`config.mk`:
```
export PLATFORM = sky130hd
export DESIGN_NAME = mem_stage
export DESIGN_NICKNAME = d
export VERILOG_FILES = /design/src/rtl/mem_stage.sv
export SDC_FILE = /design/constraint.sdc
export NUM_CORES = 1
export LEC_CHECK = 0
export CAP_MARGIN = 20
export CORE_MARGIN = 5
export CORE_UTILIZATION = 44
export DETAILED_ROUTE_END_ITERATION = 16
export PLACE_DENSITY = 0.91
export SLEW_MARGIN = 20
export SYNTH_ARGS = -nofsm -noshare
export SYNTH_HDL_FRONTEND = slang
export SYNTH_SLANG_ARGS = --single-unit
```
`constraint.sdc`:
```
create_clock -name clk -period 3.55 [get_ports clk]
set_input_delay 0.71 -clock clk [delete_from_list [all_inputs] [get_ports clk]]
set_output_delay 0.71 -clock clk [all_outputs]
set_load 0.05 [all_outputs]
```
`src/rtl/mem_stage.sv`:
```
// mem_stage: memory-access stage with req/ack data-memory port,
// hardware call/return stack and registered MEM/WB fields.
module mem_stage #(
   parameter int                ADDR_W     = 12,
   parameter int                DATA_W     = 32,
   parameter logic [ADDR_W-1:0] STACK_TOP  = 12'hFFF,
   parameter logic [ADDR_W-1:0] STACK_BASE = 12'hF00
) (
   input  logic              clk,
   input  logic              rst,
   input  logic              RegWrite_in,
   input  logic              MemWrite_in,
   input  logic              MemRead_in,
   input  logic              MemToReg_in,
   input  logic              MemSrc_in,
   input  logic              call_in,
   input  logic              ret_in,
   input  logic [4:0]        DestReg_in,
   input  logic [31:0]       ALU_addr_in,
   input  logic [11:0]       NON_ALU_addr_in,
   input  logic [31:0]       MemWrite_data_in,
   output logic              dmem_req,
   output logic              dmem_we,
   output logic [ADDR_W-1:0] dmem_addr,
   output logic [DATA_W-1:0] dmem_wdata,
   input  logic [DATA_W-1:0] dmem_rdata,
   input  logic              dmem_ack,
   output logic              stall,
   output logic              RegWrite_out,
   output logic [4:0]        DestReg_out,
   output logic [31:0]       wb_data,
   output logic              ret_valid,
   output logic [31:0]       ret_addr,
   output logic              stack_err
);

   typedef enum logic {S_IDLE, S_WAIT} state_e;
   typedef enum logic [2:0] {
      OP_NONE, OP_PUSH, OP_POP, OP_STORE, OP_LOAD
   } op_e;

   state_e              state_q;
   op_e                 op, op_q;
   logic [ADDR_W-1:0]   sp_q, addr_sel;
   logic                suppress, mem_op;
   logic                req_q, we_q, rw_q, rv_q, err_q;
   logic [ADDR_W-1:0]   addr_q;
   logic [DATA_W-1:0]   wdata_q;
   logic [4:0]          dest_q;
   logic [31:0]         wb_q, ra_q;

   // Operation class; call wins over ret, ret over store, store over load
   always_comb begin
      op = OP_NONE;
      priority case (1'b1)
         call_in:     op = OP_PUSH;
         ret_in:      op = OP_POP;
         MemWrite_in: op = OP_STORE;
         MemRead_in:  op = OP_LOAD;
         default:     op = OP_NONE;
      endcase
   end

   // Address select, stack bound checks and combinational stall
   always_comb begin
      addr_sel = MemSrc_in ? ADDR_W'(NON_ALU_addr_in)
                           : ALU_addr_in[ADDR_W-1:0];
      suppress = (op == OP_PUSH && sp_q == STACK_BASE) ||
                 (op == OP_POP  && sp_q == STACK_TOP);
      mem_op   = (op != OP_NONE) && !suppress;
      if (rst)
         stall = 1'b0;
      else if (state_q == S_IDLE)
         stall = mem_op;
      else
         stall = !dmem_ack;
   end

   // Two-state access FSM with registered memory and MEM/WB outputs
   always_ff @(posedge clk) begin
      if (rst) begin
         state_q <= S_IDLE;
         op_q    <= OP_NONE;
         sp_q    <= STACK_TOP;
         req_q   <= 1'b0;
         we_q    <= 1'b0;
         addr_q  <= '0;
         wdata_q <= '0;
         rw_q    <= 1'b0;
         dest_q  <= '0;
         wb_q    <= '0;
         rv_q    <= 1'b0;
         ra_q    <= '0;
         err_q   <= 1'b0;
      end else begin
         rv_q <= 1'b0;
         unique case (state_q)
            S_IDLE: begin
               if (mem_op) begin
                  state_q <= S_WAIT;
                  op_q    <= op;
                  req_q   <= 1'b1;
                  we_q    <= (op == OP_PUSH) || (op == OP_STORE);
                  wdata_q <= DATA_W'(MemWrite_data_in);
                  rw_q    <= 1'b0;
                  if (op == OP_PUSH)
                     addr_q <= sp_q - ADDR_W'(1);
                  else if (op == OP_POP)
                     addr_q <= sp_q;
                  else
                     addr_q <= addr_sel;
                  if (call_in && ret_in)
                     err_q <= 1'b1;
               end else begin
                  rw_q   <= (op == OP_NONE) ? RegWrite_in : 1'b0;
                  dest_q <= DestReg_in;
                  wb_q   <= ALU_addr_in;
                  if (suppress)
                     err_q <= 1'b1;
               end
            end
            S_WAIT: begin
               if (dmem_ack) begin
                  state_q <= S_IDLE;
                  req_q   <= 1'b0;
                  dest_q  <= DestReg_in;
                  rw_q    <= RegWrite_in;
                  wb_q    <= (op_q == OP_LOAD && MemToReg_in)
                             ? 32'(dmem_rdata) : ALU_addr_in;
                  if (op_q == OP_PUSH)
                     sp_q <= sp_q - ADDR_W'(1);
                  if (op_q == OP_POP) begin
                     sp_q <= sp_q + ADDR_W'(1);
                     ra_q <= 32'(dmem_rdata);
                     rv_q <= 1'b1;
                     rw_q <= 1'b0;
                  end
               end
            end
            default: state_q <= S_IDLE;
         endcase
      end
   end

   assign dmem_req     = req_q;
   assign dmem_we      = we_q;
   assign dmem_addr    = addr_q;
   assign dmem_wdata   = wdata_q;
   assign RegWrite_out = rw_q;
   assign DestReg_out  = dest_q;
   assign wb_data      = wb_q;
   assign ret_valid    = rv_q;
   assign ret_addr     = ra_q;
   assign stack_err    = err_q;

endmodule
```
==> results of run 1 <==
==> path summary, 6_finish.rpt <==
kind	depth (start not counted)	to	startpoint	slack (ns)
setup / recovery	6	stall	call_in	0.07
hold / removal	2	ret_addr[14]	ret_addr[14]	0.45
setup reg to reg	8	DestReg_out[1]	sp_q[0]	0.60
hold reg to reg	2	ret_addr[14]	ret_addr[14]	0.45
==> flip-flops by register name, summed over array words and instances (netlist names) <==
register,cells
state_q,1
dmem_wdata,32
wb_data,32
dmem_req,1
RegWrite_out,1
ret_addr,32
stack_err,1
DestReg_out,5
dmem_we,1
op_q,3
ret_valid,1
dmem_addr,12
sp_q,12
==> cells in the final DEF (no fill, tap or decap), drive strengths merged, types with 2 or more instances in the layout <==
master and instances:
clkdlybuf4s50 239, nand2 159, dfxtp 134, a21oi 86
nor2 63, mux2i 51, a211oi 33, clkbuf 20
buf 18, nand2b 11, o21ai 11, o211ai 11
nor3 10, nand3 9, inv 9, nor4 8
xor2 8, clkinv 6, nand4 5, or4 5
xnor2 5, or3 3, ha 3, bufinv 3
a31oi 3, nand3b 2, nor2b 2, or3b 2
and3 2, o21a 2, a21o 2, a32oi 2
clkinvlp 2
==> layout make-up <==
cell class,instances,area [um^2]
timing repair buffer,257,2560
clock inverter,12,151
inverter,8,30.0
sequential,134,2680
multi-input combinational,513,3060
fill,1031,4240
tap,176,220
clock buffer,20,457
==> logic make-up after synthesis <==
group / synth area share
buffers and inverters: 0.0539
DFF: 0.443
and+or+nand+nor: 0.205
AOI/OAI and AO/OA: 0.188
muxes: 0.0861
xor gates and xnor gates: 0.0188
adders and majority gates: 0.00619
==> worst max-delay path, stage by stage <==
cell	delay, ns
clkdlybuf4s50_1	0.51
or4bb_1	0.47
or4_1	0.57
a31oi_4	0.27
nor2_2	0.05
buf_4	0.19
==> layer usage <==
layer / track usage / share of wire / vias to the layer above
met5: 0 / 0 / -
met4: 0.108 / 0.033 / 0
met3: 0.0730 / 0.090 / 46
met2: 0.376 / 0.47 / 281
met1: 0.292 / 0.41 / 2744
li1: - / - / 2893
==> power groups by stage <==
stage	logic, mW	clock network (mW)	registers (mW)
2_1_floorplan	0.424	0	2.13
3_3_place_gp	1.30	0	1.73
6_report	1.32	1.81	1.71
5_1_grt	1.39	1.91	1.73
4_1_cts	1.32	1.84	1.71
3_5_place_dp	1.32	0	1.74
==> run metrics, run 1 <==
die height 127 um; Setup TNS Final 0 ns; Total Power 4.84 mW; Seq/Total Area, Yosys 0.443; net switching share of the total power 0.324; ys flop type dfxtp_1; Ports 242; Hold Worst Slack 0.453 ns; WL per Instance 17.5 um; Crit Path Class input port to primary output; Synthesized Nets 847; Port Buffers 241; VDD IR max 0.342 mV; WP data arrival 2.77 ns; initial antenna violation count 0; Inst Count DP 1,088; Synth Cell Area 6060 um^2; FFs w/ async S/R, synth 0; CTS Buf Count 17; layout cells sized above 1 0.0975; CTS tree built; ANT cells 0; htree depth 4; area grow syn2layout 51.2%; first-pass GRT wire length 30,400 um; cell taking the most area after synthesis dfxtp_1; Final Cell Area 9160 um^2; CP Launch Type input port; switching power 1.57 mW; Slew Limit Headroom 0.404; Clock Sinks 134; DR vias 5,964; Critical Path Sink Type primary output; Post-CTS Hold Buffers 0; clock share of power 0.374; First-pass DRT Iterations 5; P per Cell Area 528 nW/um^2; Synth area leaders dfxtp_1 (44%), nand2_1 (9.8%), mux2i_1 (8.4%); Setup WS pre-CTS 0.0721 ns; clock root buffer master clkbuf_16; final hold viol count 0; GRT Util Overall 0.236; final core utilization 0.684; EDFF count, synth 0; DR iter-0 viols 417; fmax 287 MHz; RSZ-0062 raised after global routing no; Setup Viol. Count Final 0; class of the tightest hold or removal check register to register; Final Cycle Share 0.982; Setup Fix Bufs, Post-CTS 0; Post-Layout Cell Count 1,120; Routed Antenna Nets 0; Syn. warnings 0; largest net degree at the start of global routing 76; die width 127 um; Gate Count Post-Synth 721; final HPWL from detailed placement 14,000 um; Final min period 3.48 ns; GRT overflow 0; DR vias/cell 5.33; Sequential Power Share 0.353; Slew Limit Fails 0; Core Footprint 13,400 um^2; Netlist cell types 51; combinational power share 0.273; gpl congestion 0.889; Max-Cap Viols 0; status finished, final reports clean; Clock Skews 0.00860 ns; Initial Util 0.452; top cells by count, synth nand2_1 (159), dfxtp_1 (134), a21oi_1 (85); site row count 42; Setup WS post-layout 0.0651 ns; nets 1,057; placed instance area 8550 um^2; Clock transition at path regs 0.06 ns; syn_area_per_cell 8.41 um^2; clk buf depth 2; P_leak 3.61 nW; worst slew pin tran 0.894 ns; most common cell in the netlist nand2_1; die area 16,200 um^2; number of gates resized after cts 0; Int Power 3.27 mW; CP max FO 2; Worst EP required 2.84 ns; vias in the first global route 5,798; overall routed net length 19,600 um; Synth top area share 0.443; clock latency on the worst-skew pair 0.41 ns; #FFs+latches synth 134; # DRC 0
(Power assumes the default switching activity.)
==> inputs of run 2 (changes only) <==
--- a/config.mk
+++ b/config.mk
@@ -8,6 +8,7 @@
 export CAP_MARGIN = 20
 export CORE_MARGIN = 5
 export CORE_UTILIZATION = 44
+export CTS_CLUSTER_DIAMETER = 150
 export DETAILED_ROUTE_END_ITERATION = 16
 export PLACE_DENSITY = 0.91
 export SLEW_MARGIN = 20
==> results of run 2 <==
No change in the layout: final DEF, timing and power equal those of run 1.
